## src/rtl/lcv_mul_acc_pipe_if.sv

```systemverilog
// Operand/result stream bundle for lcv_mul_acc_pipe: valid/ready in, valid/ready out.
interface lcv_mul_acc_pipe_if #(
  parameter int IN_WIDTH  = 16,
  parameter int ACC_WIDTH = 40,
  parameter int NUM_ACC   = 4
);
  localparam int SEL_W = (NUM_ACC > 1) ? $clog2(NUM_ACC) : 1;

  logic                        in_valid;
  logic                        in_ready;
  logic [1:0]                  in_op;
  logic [SEL_W-1:0]            in_sel;
  logic signed [IN_WIDTH-1:0]  in_a;
  logic signed [IN_WIDTH-1:0]  in_b;
  logic                        in_last;
  logic                        out_valid;
  logic                        out_ready;
  logic [SEL_W-1:0]            out_sel;
  logic signed [ACC_WIDTH-1:0] out_data;
  logic                        out_ovf;

  modport slave (
    input  in_valid, in_op, in_sel, in_a, in_b, in_last, out_ready,
    output in_ready, out_valid, out_sel, out_data, out_ovf
  );

  modport master (
    output in_valid, in_op, in_sel, in_a, in_b, in_last, out_ready,
    input  in_ready, out_valid, out_sel, out_data, out_ovf
  );
endinterface

```

## src/rtl/lcv_mul_acc_pipe.sv

```systemverilog
// Two-stage signed multiply-accumulate with NUM_ACC selectable accumulators.
// Define LCV_MUL_ACC_PIPE_SAT_EN to clamp overflowing MAC/MSU results instead of wrapping.
module lcv_mul_acc_pipe #(
  parameter int IN_WIDTH  = 16,
  parameter int ACC_WIDTH = 40,
  parameter int NUM_ACC   = 4
) (
  input  logic               clk,
  input  logic               rst_n,
  lcv_mul_acc_pipe_if.slave  bus
);
  localparam int SEL_W = (NUM_ACC > 1) ? $clog2(NUM_ACC) : 1;
  localparam int PW    = 2 * IN_WIDTH;

  typedef enum logic [1:0] {OP_MAC = 2'd0, OP_MSU = 2'd1, OP_LOAD = 2'd2, OP_CLEAR = 2'd3} op_e;

  typedef struct packed {
    logic signed [ACC_WIDTH-1:0] p;
    op_e                         op;
    logic [SEL_W-1:0]            sel;
    logic                        last;
  } s1_t;

  if (ACC_WIDTH < PW) begin : g_width_chk
    $error("lcv_mul_acc_pipe: ACC_WIDTH must be >= 2*IN_WIDTH");
  end
  if (NUM_ACC < 1) begin : g_num_chk
    $error("lcv_mul_acc_pipe: NUM_ACC must be >= 1");
  end

  logic                        r_s1_vld;
  s1_t                         r_s1;
  logic signed [ACC_WIDTH-1:0] r_acc [NUM_ACC];
  logic [NUM_ACC-1:0]          r_ovf;
  logic                        r_out_vld;
  logic [SEL_W-1:0]            r_out_sel;
  logic signed [ACC_WIDTH-1:0] r_out_data;
  logic                        r_out_ovf;

  logic                        w_stall;
  logic signed [PW-1:0]        w_prod;
  logic [NUM_ACC-1:0]          w_hit;
  logic                        w_sel_ok;
  logic signed [ACC_WIDTH-1:0] w_acc_rd;
  logic                        w_ovf_rd;
  logic signed [ACC_WIDTH-1:0] w_base;
  logic                        w_base_ovf;
  logic signed [ACC_WIDTH-1:0] w_add;
  logic signed [ACC_WIDTH-1:0] w_sub;
  logic signed [ACC_WIDTH-1:0] w_raw;
  logic                        w_of;
  logic signed [ACC_WIDTH-1:0] w_new;
  logic                        w_new_ovf;
  logic                        w_emit;

  // A pending result nobody takes freezes the whole pipe, accumulators included.
  assign w_stall      = r_out_vld && !bus.out_ready;
  assign bus.in_ready = !w_stall;
  assign w_prod       = bus.in_a * bus.in_b;

  always_ff @(posedge clk or negedge rst_n) begin
    if (!rst_n) begin
      r_s1_vld <= 1'b0;
      r_s1     <= '0;
    end else if (!w_stall) begin
      r_s1_vld <= bus.in_valid;
      r_s1.p    <= ACC_WIDTH'(w_prod);
      r_s1.op   <= op_e'(bus.in_op);
      r_s1.sel  <= bus.in_sel;
      r_s1.last <= bus.in_last;
    end
  end

  // Out-of-range selects match no entry, so the beat simply evaporates.
  always_comb begin
    w_hit    = '0;
    w_sel_ok = 1'b0;
    w_acc_rd = '0;
    w_ovf_rd = 1'b0;
    for (int i = 0; i < NUM_ACC; i++) begin
      if (r_s1.sel == SEL_W'(i)) begin
        w_sel_ok = 1'b1;
        w_acc_rd = r_acc[i];
        w_ovf_rd = r_ovf[i];
        w_hit[i] = r_s1_vld && !w_stall;
      end
    end
  end

  always_comb begin
    w_base     = (r_s1.op == OP_LOAD || r_s1.op == OP_CLEAR) ? '0 : w_acc_rd;
    w_base_ovf = (r_s1.op == OP_LOAD || r_s1.op == OP_CLEAR) ? 1'b0 : w_ovf_rd;
    w_add      = w_base + r_s1.p;
    w_sub      = w_base - r_s1.p;
    w_raw      = '0;
    w_of       = 1'b0;
    case (r_s1.op)
      OP_MAC: begin
        w_raw = w_add;
        w_of  = (w_base[ACC_WIDTH-1] == r_s1.p[ACC_WIDTH-1]) &&
                (w_add[ACC_WIDTH-1]  != w_base[ACC_WIDTH-1]);
      end
      OP_MSU: begin
        w_raw = w_sub;
        w_of  = (w_base[ACC_WIDTH-1] != r_s1.p[ACC_WIDTH-1]) &&
                (w_sub[ACC_WIDTH-1]  != w_base[ACC_WIDTH-1]);
      end
      OP_LOAD:  w_raw = r_s1.p;
      default:  w_raw = '0;
    endcase
`ifdef LCV_MUL_ACC_PIPE_SAT_EN
    // Overflow direction always follows the sign of the pre-op accumulator.
    if (w_of)
      w_new = w_base[ACC_WIDTH-1] ? {1'b1, {(ACC_WIDTH-1){1'b0}}}
                                  : {1'b0, {(ACC_WIDTH-1){1'b1}}};
    else
      w_new = w_raw;
`else
    w_new = w_raw;
`endif
    w_new_ovf = w_base_ovf | w_of;
  end

  assign w_emit = r_s1_vld && w_sel_ok && r_s1.last;

  always_ff @(posedge clk or negedge rst_n) begin
    if (!rst_n) begin
      for (int i = 0; i < NUM_ACC; i++) r_acc[i] <= '0;
      r_ovf <= '0;
    end else begin
      for (int i = 0; i < NUM_ACC; i++) begin
        if (w_hit[i]) begin
          r_acc[i] <= r_s1.last ? '0 : w_new;
          r_ovf[i] <= r_s1.last ? 1'b0 : w_new_ovf;
        end
      end
    end
  end

  always_ff @(posedge clk or negedge rst_n) begin
    if (!rst_n) begin
      r_out_vld  <= 1'b0;
      r_out_sel  <= '0;
      r_out_data <= '0;
      r_out_ovf  <= 1'b0;
    end else if (!w_stall) begin
      r_out_vld <= w_emit;
      if (w_emit) begin
        r_out_sel  <= r_s1.sel;
        r_out_data <= w_new;
        r_out_ovf  <= w_new_ovf;
      end
    end
  end

  assign bus.out_valid = r_out_vld;
  assign bus.out_sel   = r_out_sel;
  assign bus.out_data  = r_out_data;
  assign bus.out_ovf   = r_out_ovf;
endmodule

```

## src/flat_wrapper.sv

```systemverilog
// flat-port wrapper written by rule: the top's interface ports become plain ports
module lcv_mul_acc_pipe_flat 
#(
  parameter int IN_WIDTH  = 16,
  parameter int ACC_WIDTH = 40,
  parameter int NUM_ACC   = 4
)
  (clk, rst_n, bus_in_valid, bus_in_op, bus_in_sel, bus_in_a, bus_in_b, bus_in_last, bus_out_ready, bus_in_ready, bus_out_valid, bus_out_sel, bus_out_data, bus_out_ovf);
  lcv_mul_acc_pipe_if #(.IN_WIDTH(IN_WIDTH), .ACC_WIDTH(ACC_WIDTH), .NUM_ACC(NUM_ACC)) bus_i ();
  input  logic clk;
  input  logic rst_n;
  input wire logic [$bits(bus_i.in_valid)-1:0] bus_in_valid;
  input wire logic [$bits(bus_i.in_op)-1:0] bus_in_op;
  input wire logic [$bits(bus_i.in_sel)-1:0] bus_in_sel;
  input wire logic [$bits(bus_i.in_a)-1:0] bus_in_a;
  input wire logic [$bits(bus_i.in_b)-1:0] bus_in_b;
  input wire logic [$bits(bus_i.in_last)-1:0] bus_in_last;
  input wire logic [$bits(bus_i.out_ready)-1:0] bus_out_ready;
  output wire logic [$bits(bus_i.in_ready)-1:0] bus_in_ready;
  output wire logic [$bits(bus_i.out_valid)-1:0] bus_out_valid;
  output wire logic [$bits(bus_i.out_sel)-1:0] bus_out_sel;
  output wire logic [$bits(bus_i.out_data)-1:0] bus_out_data;
  output wire logic [$bits(bus_i.out_ovf)-1:0] bus_out_ovf;
  assign bus_i.in_valid = bus_in_valid;
  assign bus_i.in_op = bus_in_op;
  assign bus_i.in_sel = bus_in_sel;
  assign bus_i.in_a = bus_in_a;
  assign bus_i.in_b = bus_in_b;
  assign bus_i.in_last = bus_in_last;
  assign bus_i.out_ready = bus_out_ready;
  assign bus_in_ready = bus_i.in_ready;
  assign bus_out_valid = bus_i.out_valid;
  assign bus_out_sel = bus_i.out_sel;
  assign bus_out_data = bus_i.out_data;
  assign bus_out_ovf = bus_i.out_ovf;
  lcv_mul_acc_pipe #(.IN_WIDTH(IN_WIDTH), .ACC_WIDTH(ACC_WIDTH), .NUM_ACC(NUM_ACC)) u_core (.clk(clk), .rst_n(rst_n), .bus(bus_i));
endmodule
```

## config.mk

```make
export PLATFORM = sky130hd
export DESIGN_NAME = lcv_mul_acc_pipe_flat
export DESIGN_NICKNAME = d
export VERILOG_FILES = /design/src/rtl/lcv_mul_acc_pipe_if.sv /design/src/rtl/lcv_mul_acc_pipe.sv /design/src/flat_wrapper.sv
export SDC_FILE = /design/constraint.sdc
export NUM_CORES = 1
export LEC_CHECK = 0
export BUFFER_PORTS_ARGS = -buffer_cell sky130_fd_sc_hd__buf_2
export CAP_MARGIN = 20
export CORE_ASPECT_RATIO = 0.8
export CORE_MARGIN = 4
export CORE_UTILIZATION = 24
export CTS_CLUSTER_SIZE = 25
export DETAILED_ROUTE_END_ITERATION = 10
export GPL_ROUTABILITY_DRIVEN = 1
export HOLD_SLACK_MARGIN = 0.06
export PLACE_DENSITY = 0.37
export SLEW_MARGIN = 20
export SYNTH_ARGS = -nofsm -noshare
export SYNTH_HDL_FRONTEND = slang
export SYNTH_SLANG_ARGS = --single-unit
```

## constraint.sdc

```tcl
create_clock -name clk -period 6.2 [get_ports clk]
set_input_delay 0.62 -clock clk [delete_from_list [all_inputs] [get_ports clk]]
set_output_delay 0.62 -clock clk [all_outputs]
set_load 0.02 [all_outputs]
```

# Yosys cells after proc, flatten, opt, wreduce, memory -nomap -nowiden
# Cells that the tools add are included.
[op_classes]
muxes = 22
reduce_logical = 12
n_eq_ne = 10
multipliers = 1
add_sub_neg = 2
bitwise = 2
[ops]
columns = ["cell", "count"]
rows = [
  ["40-bit two-way mux", 6],
  ["40-bit one-hot mux with 3 select lines", 1],
  ["40-bit by 32-bit adder with 40-bit output", 1],
  ["40-bit by 32-bit subtractor with 40-bit output", 1],
  ["16-bit by 16-bit multiplier with 32-bit output", 1],
  ["1-bit two-way mux", 14],
  ["2-bit == test (second input constant)", 4],
  ["1-bit logical AND", 6],
  ["2-bit by 1-bit == test with 1-bit output (second input constant)", 2],
  ["2-bit zero test", 2],
  ["1-bit inequality test", 3],
  ["1-bit zero test", 2],
  ["1-bit one-hot mux with 2 select lines", 1],
  ["2-bit AND reduction", 1],
  ["1-bit == test", 1],
  ["1-bit logical OR", 1],
  ["1-bit NOT", 1],
  ["1-bit bitwise OR", 1],
]
[word_totals]
input_bits = 41
register_bits = 246
out_inout_bits = 45
elab_cells = 66

# Depth between registers and ports, before layout
# Gate-level depths: netlist of run 1.
[logic_depth]
word_depth = 12
mapped_depth = 24
mapped_depth_nobuf = 23

# Worst setup path after synthesis of run 1
# OpenSTA, ideal clock, no wires.
[synth_path]
path_type = "input to register"
start = "in bus_in_b[7]"
end = "reg u_core.r_s1[36] (netlist name)"
stages = 24
path_slack_ns = -0.051
required_time_ns = 6.099
n_path_buf = 1
setup_time_ns = 0.101
arrival_time_ns = 6.150
cell_sequence = "clkbuf_1 > nand2_1 > fa_1 > inv_1 > fa_1 > inv_1 > fa_1 > inv_1 > fa_1 > fa_1 > inv_1 > fa_1 > inv_1 > ha_1 > a21o_1 > a21o_1 > a21o_1 > nor3_1 > o31ai_1 > a41oi_1 > o21ai_1 > a31oi_1 > nor4_1 > nor4_1"
[synth_via]
elab_chain_len = 1
[synth_lines]
columns = ["element", "line_no", "text"]
rows = [
  ["start, declared", "flat_wrapper.sv:16", "input wire logic [$bits(bus_i.in_b)-1:0] bus_in_b;"],
  ["16-bit by 16-bit multiplier with 32-bit output", "lcv_mul_acc_pipe.sv:59", "assign w_prod = bus.in_a * bus.in_b;"],
]
# No other way between the ends.
# A chain may end at the register's enable or synchronous reset.

# Final worst setup path of run 1
[layout_path]
start = "in bus_in_b[1]"
end = "reg u_core.r_s1[33] in the netlist's numbering"
[layout_via]
elab_chain_len = 1
[layout_lines]
columns = ["element", "line_no", "text"]
rows = [
  ["16-bit by 16-bit multiplier with 32-bit output", "lcv_mul_acc_pipe.sv:59", ""],
  ["end, declared", "lcv_mul_acc_pipe.sv:32", "s1_t r_s1;"],
]
# No other way between the ends.

==> metrics list, run 1 <==
- Worst reg-to-reg setup slack: 640 ps
- Synthesized net count: 3297
- Maximum number of pins on one net before global-route repair: 120
- Along the worst hold path, the cell count comes to 3.
- Global routing usage summed across all routing layers: 0.164
- Routed length per placed instance: 20.7 um
- Crit path depth: 19
* Type of element capturing the critical path: register
- Required time at the worst-slack endpoint: 6630 ps
- Max Clock Skew: 10.9 ps
- sky130_fd_sc_hd__nand2_1 is the most common cell in the netlist.
- Share of the yosys chip area belonging to registers: 0.243
- TritonCTS clock tree: done
- For this block, the via count after detailed routing is 21100.
* Share of post-route cells with drive strength above 1: 0.151
- On the worst path, the slowest cell contributes a delay of 550 ps.
* Register bit count reported by yosys: 246
- Worst-path fanout max: 9
- Actual slew at the worst max-slew pin: 961 ps
* Result of the run: complete, no violations
- Ys flop type: sky130_fd_sc_hd__dfrtp_1
- Max-cap violations in this run came to 0.
- The worst setup path is of the in2reg kind.
* Die outline area: 111000 sq um
- Achievable clock frequency: 167 MHz
- Traced cell by cell, the critical path runs through buf_2 -> buf_4 -> nand2_1 -> fa_1 -> fa_1 -> fa_1 -> fa_1 -> inv_1 -> fa_1 -> fa_1 -> ha_1 -> nand3_1 -> or3b_1 -> a211oi_1 -> nor2_1 -> o41a_1 -> o21ai_1 -> buf_4 -> o31ai_1.
- Dividing the detail-routed via count by the number of cells gives 4.77.
- For this configuration, the core starts out at a cell density of 0.242.
* # clock sinks: 246
- The first routing iteration left 1747 violations.
- Post-synth top area cell: sky130_fd_sc_hd__dfrtp_1
- The layout has 11200 filler cells.
- Gate count after technology mapping: 2832
* Fin worst setup slack: 196 ps
- The critical path contains buffers and inverters numbering 4 combined.
* Avg Inst Size Synth: 8.95 sq um
* Ys async rst share: 1.00
* Number of H-tree levels: 1
- Crit-path most repeated cell: sky130_fd_sc_hd__fa_1
- In this run the tightest slew margin relative to its limit is 0.354.
- Leading cell types by total area after synthesis: sky130_fd_sc_hd__dfrtp_1, sky130_fd_sc_hd__fa_1, sky130_fd_sc_hd__ha_1
- After floorplanning, the core was sized to cover 105000 sq um.
* Placed wire-length estimate: 73.4 mm
- Once layout is complete, the utilization of the core stands at 0.283.
- Clock transition time at the flip-flop clock pins of the worst setup and hold paths: 60 ps
* Total wire length after detailed routing: 91.7 mm
* Antenna violations before repair: 12
* Area delta synth->final: 16.6%
- During synthesis, Yosys emitted a total of 0 warnings.
* Cell class contributing the biggest share of worst-path delay: adder cells
- After detailed routing, the number of remaining DRC violations is 0.
- In this run the remaining antenna-violating nets after routing total 0.
* Portion of synthesized cell area occupied by the leading cell type: 0.243
- Total CTS buffers: 27
- Global-route wire length before repair: 140 mm
* Tightest hold margin: 264 ps
* Most used standard cells in the synthesized netlist: sky130_fd_sc_hd__nand2_1, sky130_fd_sc_hd__inv_1, sky130_fd_sc_hd__fa_1
- Layout net count: 3470
* Number of top-level pins: 86
- After synthesis the cells add up to 25300 sq um.
* Chip height: 299 um
- The total count of hold-check failures in the final report came to 0.
- Synthesis instantiated 86 different standard cells from the library.
- CTS placed an instance of sky130_fd_sc_hd__clkbuf_16 at the clock tree root.
* Class of the worst hold path: in2reg
- Setup repair after global routing could not meet its margin everywhere.
- After routing, the total negative slack on setup checks comes to 0 ps.
* Reg2Reg Depth: 14
* Number of enable flip-flop cells after synthesis: 0
* Worst Setup Start Kind: input pin
- RD Place Congestion: 0.868
* 1st-pass router iterations: 5
- Setup violations remaining at the end of the flow were counted as 0.
- In the finished design, the share of the clock period the worst path needs comes to 0.968.
* Die width: 371 um
* Clock Path Buffers: 3
* Later-pin clock latency in the skew report: 560 ps
* Number of placement rows: 106
- Via count of the first global-routing pass: 21900
- Standard cell with the maximum stage delay on the critical path: sky130_fd_sc_hd__fa_1
- Final slew viol count: 0
* Arr. time, crit path: 6430 ps
* Gr ovfl total: 0
- The smallest clock period supported by the final layout is computed as 6000 ps.
- Count of buffers from port buffering: 85
- OpenSTA, run right after detailed placement, puts the worst setup slack at -340 ps.
sequential cells by signal, summed over array words and instances, names as in the netlist:
| signal | cells |
|---|---|
| u_core.r_acc | 160 |
| u_core.bus.out_data | 40 |
| u_core.r_s1 | 37 |
| u_core.r_ovf | 4 |
| u_core.bus.out_sel | 2 |
| u_core.bus.out_ovf | 1 |
| u_core.bus.out_valid | 1 |
| u_core.r_s1_vld | 1 |
stage by stage:
| stage | cell area (sq um) | instances |
|---|---|---|
| floorplan | 25300 | 2832 |
| global route | 29600 | 4429 |
| CTS | 29500 | 4427 |
| finish | 29600 | 4430 |
| detailed placement | 28600 | 4378 |
| global placement | 28600 | 4378 |
worst reg2reg max path, stage by stage (launching register included):
cell and delay (ps):
sky130_fd_sc_hd__dfrtp_4 670, sky130_fd_sc_hd__buf_4 280, sky130_fd_sc_hd__mux4_2 520, sky130_fd_sc_hd__and2_1 240, sky130_fd_sc_hd__ha_1 520, sky130_fd_sc_hd__nand2_1 220
sky130_fd_sc_hd__nor3_1 470, sky130_fd_sc_hd__or4b_1 490, sky130_fd_sc_hd__a21o_1 230, sky130_fd_sc_hd__nand3_1 180, sky130_fd_sc_hd__a21oi_1 210, sky130_fd_sc_hd__o221ai_1 280
sky130_fd_sc_hd__mux2i_1 600, sky130_fd_sc_hd__a31oi_4 210, sky130_fd_sc_hd__mux2_2 310
routing by layer:
layer,global-route usage,up-vias,share of wire
met5,0,-,0.00014
met4,0.0221,2,0.014
met3,0.0259,68,0.059
met2,0.237,507,0.41
met1,0.261,10800,0.51
li1,-,9721,-
cell type report:
cell class | instances | area (sq um) | share of cell area
antenna | 1 | 2.50 | 0.0000846
clock buffer | 39 | 781 | 0.0264
clock inverter | 10 | 138 | 0.00466
inverter | 363 | 1360 | 0.0461
multi-input combinational | 2072 | 17300 | 0.584
sequential | 246 | 6160 | 0.208
tap | 1404 | 1760 | 0.0594
timing repair buffer | 295 | 2080 | 0.0705
cell usage in the layout (no fill, tap or decap), types with 84 or more instances in the layout:
cell type,count
sky130_fd_sc_hd__ha_1,160
sky130_fd_sc_hd__buf_4,204
sky130_fd_sc_hd__a21oi_1,126
sky130_fd_sc_hd__fa_1,264
sky130_fd_sc_hd__nand2_1,404
sky130_fd_sc_hd__buf_2,84
sky130_fd_sc_hd__o21ai_0,143
sky130_fd_sc_hd__nor2_1,154
sky130_fd_sc_hd__inv_1,353
sky130_fd_sc_hd__dfrtp_1,243
sky130_fd_sc_hd__and2_1,165
cell families after synthesis:
kind of cell | share of synthesized area
AOI/OAI and AO/OA | 0.152
muxes | 0.0518
xor gates and xnor gates | 0.0221
and+or+nand+nor | 0.167
DFF | 0.243
buffers and inverters | 0.0770
adders and majority gates | 0.288
path summary, 6_finish.rpt:
kind	start	end
max in group asynchronous	rst_n	u_core.r_acc[134]
worst min register to register	u_core.bus.out_sel[1]	u_core.bus.out_sel[1]
min in group asynchronous	rst_n	u_core.bus.out_data[0]
worst max-delay path	bus_in_b[1]	u_core.r_s1[33]
worst min-delay path	bus_in_last	u_core.r_s1[0]
worst max register to register	u_core.r_s1[1]	u_core.r_acc[72]
repair_timing:
item | CTS | global route
endpoints found under the hold margin | 0 | 29
gates resized for setup | 0 | 2
buffers inserted | 0 | 0
hold buffers | 0 | 1
setup endpoints to repair | 0 | 2
Power of run 1 is not shown: default switching activity piles up to over one toggle a cycle in this logic, so the estimate is an artifact.
==> run 2, diff against run 1 <==
RECOVER_POWER = 100   (was default)
==> metrics list, run 2 (synthesis gave the netlist of run 1 again) <==
- TritonCTS built the clock tree.
- Gr ovfl total: 0
* Via count of the first global-routing pass: 21900
* Achievable clock frequency: 167 MHz
* Start point of the critical path: bus_in_b[1]
- Number of H-tree levels: 1
- STA classifies the critical path startpoint as an input pin.
* Number of setup violations in the final report: 0
- Antenna cell count: 0
* Layout net count: 3470
* # clock sinks: 246
* Share of post-route cells with drive strength above 1: 0.125
- After clock tree synthesis, the clock-pin slew on the worst setup and hold paths is 60 ps.
- Arr. time, crit path: 6420 ps
- Setup repair after global routing missed its margin: yes
- In this run the horizontal extent of the chip is 371 um.
- The region available for standard cell placement spans 105000 sq um.
* Class of the worst hold path: in2reg
- At the pin with the least slew margin, the transition time is 2890 ps.
- Chip height: 299 um
* Number of vias in the routed layout: 21100
- The final count of pins violating max slew is 304.
* Number of placement rows: 106
- Area delta synth->final: 15.8%
- Launch instance of the worst register-to-register path: u_core.r_s1[1]
- Total CTS buffers: 27
- Avg Vias per Cell: 4.76
* Crit share post-route: 0.966
- Total area of multi-input combinational cells: 17200 sq um
* Antenna Nets Post-Route: 0
- Die outline area: 111000 sq um
- Once layout is done, the placed cells without fillers occupy 29300 sq um.
- The count of buffers added on input and output ports is 85.
- Fillcell total: 11200
* RD Place Congestion: 0.868
- Pin placement for this block handled 86 I/O pins.
* Top library cells by usage in the layout, fill and taps aside: sky130_fd_sc_hd__nand2_1, sky130_fd_sc_hd__inv_1, sky130_fd_sc_hd__fa_1
- Largest register by flop count: u_core.r_acc
- Drt first-iter violations: 1713
* Slew headroom: -0.929
- The critical path in this run is classified as in2reg.
* Placed cell count: 4378
* Later-pin clock latency in the skew report: 560 ps
- STA classifies the critical path endpoint as a register.
* Placed wire-length estimate: 73.4 mm
* Largest register FFs: 160
* Clock Path Buffers: 3
- Buffer cell driving the clock tree root: sky130_fd_sc_hd__clkbuf_16
* Required time at the worst-slack endpoint: 6630 ps
- Finished Core Util: 0.280
- Violated checks: max-capacitance violations, max-slew violations
- 1st-pass router iterations: 5
- The worst hold path begins at bus_in_last.
- Footprint of the flip-flops and latches: 6160 sq um
- The placed instances occupy a cell area of 28600 sq um.
- Starting Density: 0.242
* Period minus WS final: 5990 ps
- The tool flagged a number of max-cap violations equal to 6.
* Final hold viol count: 0
- Global routing usage summed across all routing layers: 0.164
- Worst-path fanout max: 9
- The first global-routing pass estimated 140 mm of wire.
* Filler-free cell count of the finished design: 4429
* Routed length per placed instance: 20.7 um
- Number of remaining DRC errors: 0
- Total wire length after detailed routing: 91.8 mm
- The run finished, with violations left.
- Antenna violations before repair: 13
- Clock skew on the completed layout was measured at 10.3 ps.
* Leading cell type in the layout, fill and taps excluded: sky130_fd_sc_hd__nand2_1
* Maximum number of pins on one net before global-route repair: 120
==> run 2: worst paths after layout <==
path,end,slack (ps),depth (start not counted)
setup / recovery,u_core.r_s1[33],210,19
hold / removal,u_core.r_s1[0],260,3
setup reg to reg,u_core.r_acc[72],470,14
hold reg to reg,u_core.r_acc[130],480,2
max in group asynchronous,u_core.r_s1[3],1650,3
min in group asynchronous,u_core.bus.out_data[0],1180,2
==> run 2: worst max-delay path, cell delays in order <==
cell,delay (ps)
sky130_fd_sc_hd__buf_2,240
sky130_fd_sc_hd__buf_4,190
sky130_fd_sc_hd__nand2_1,70
sky130_fd_sc_hd__fa_1,500
sky130_fd_sc_hd__fa_1,480
sky130_fd_sc_hd__fa_1,440
sky130_fd_sc_hd__fa_1,500
sky130_fd_sc_hd__inv_1,60
sky130_fd_sc_hd__fa_1,550
sky130_fd_sc_hd__fa_1,410
sky130_fd_sc_hd__ha_1,320
sky130_fd_sc_hd__nand3_1,80
sky130_fd_sc_hd__or3b_1,420
sky130_fd_sc_hd__a211oi_1,400
sky130_fd_sc_hd__nor2_1,160
sky130_fd_sc_hd__o41a_1,500
sky130_fd_sc_hd__o21ai_1,260
sky130_fd_sc_hd__buf_4,160
sky130_fd_sc_hd__o31ai_1,60
==> run 2: per-stage QoR <==
step,setup TNS [ps],hold WS [ps],setup WS (ps)
finish,0,264,210
detailed placement,-2890,462,-340
global placement,-2480,453,-309
global route,-6.50,271,-6.50
CTS,0,198,246
floorplan,0,324,2.10
==> run 2: cell type report <==
cell class,count,area share
tap,1404,0.0599
inverter,363,0.0464
timing repair buffer,295,0.0651
clock buffer,39,0.0266
multi-input combinational,2072,0.587
sequential,246,0.210
clock inverter,10,0.00469
==> run 2: layer usage <==
metal | share of wire | global-route usage | vias up
met5 | 0.00014 | 0 | -
li1 | - | - | 9723
met1 | 0.51 | 0.261 | 10800
met2 | 0.42 | 0.237 | 520
met3 | 0.059 | 0.0259 | 64
met4 | 0.014 | 0.0221 | 2
==> run 2: repair_timing <==
action,in CTS,in global routing
hold endpoints to repair,0,29
resized for setup,0,2
hold buffers,0,1
setup endpoints to repair,0,2
buffers inserted,0,0
Power of run 2 is left out for the same reason.
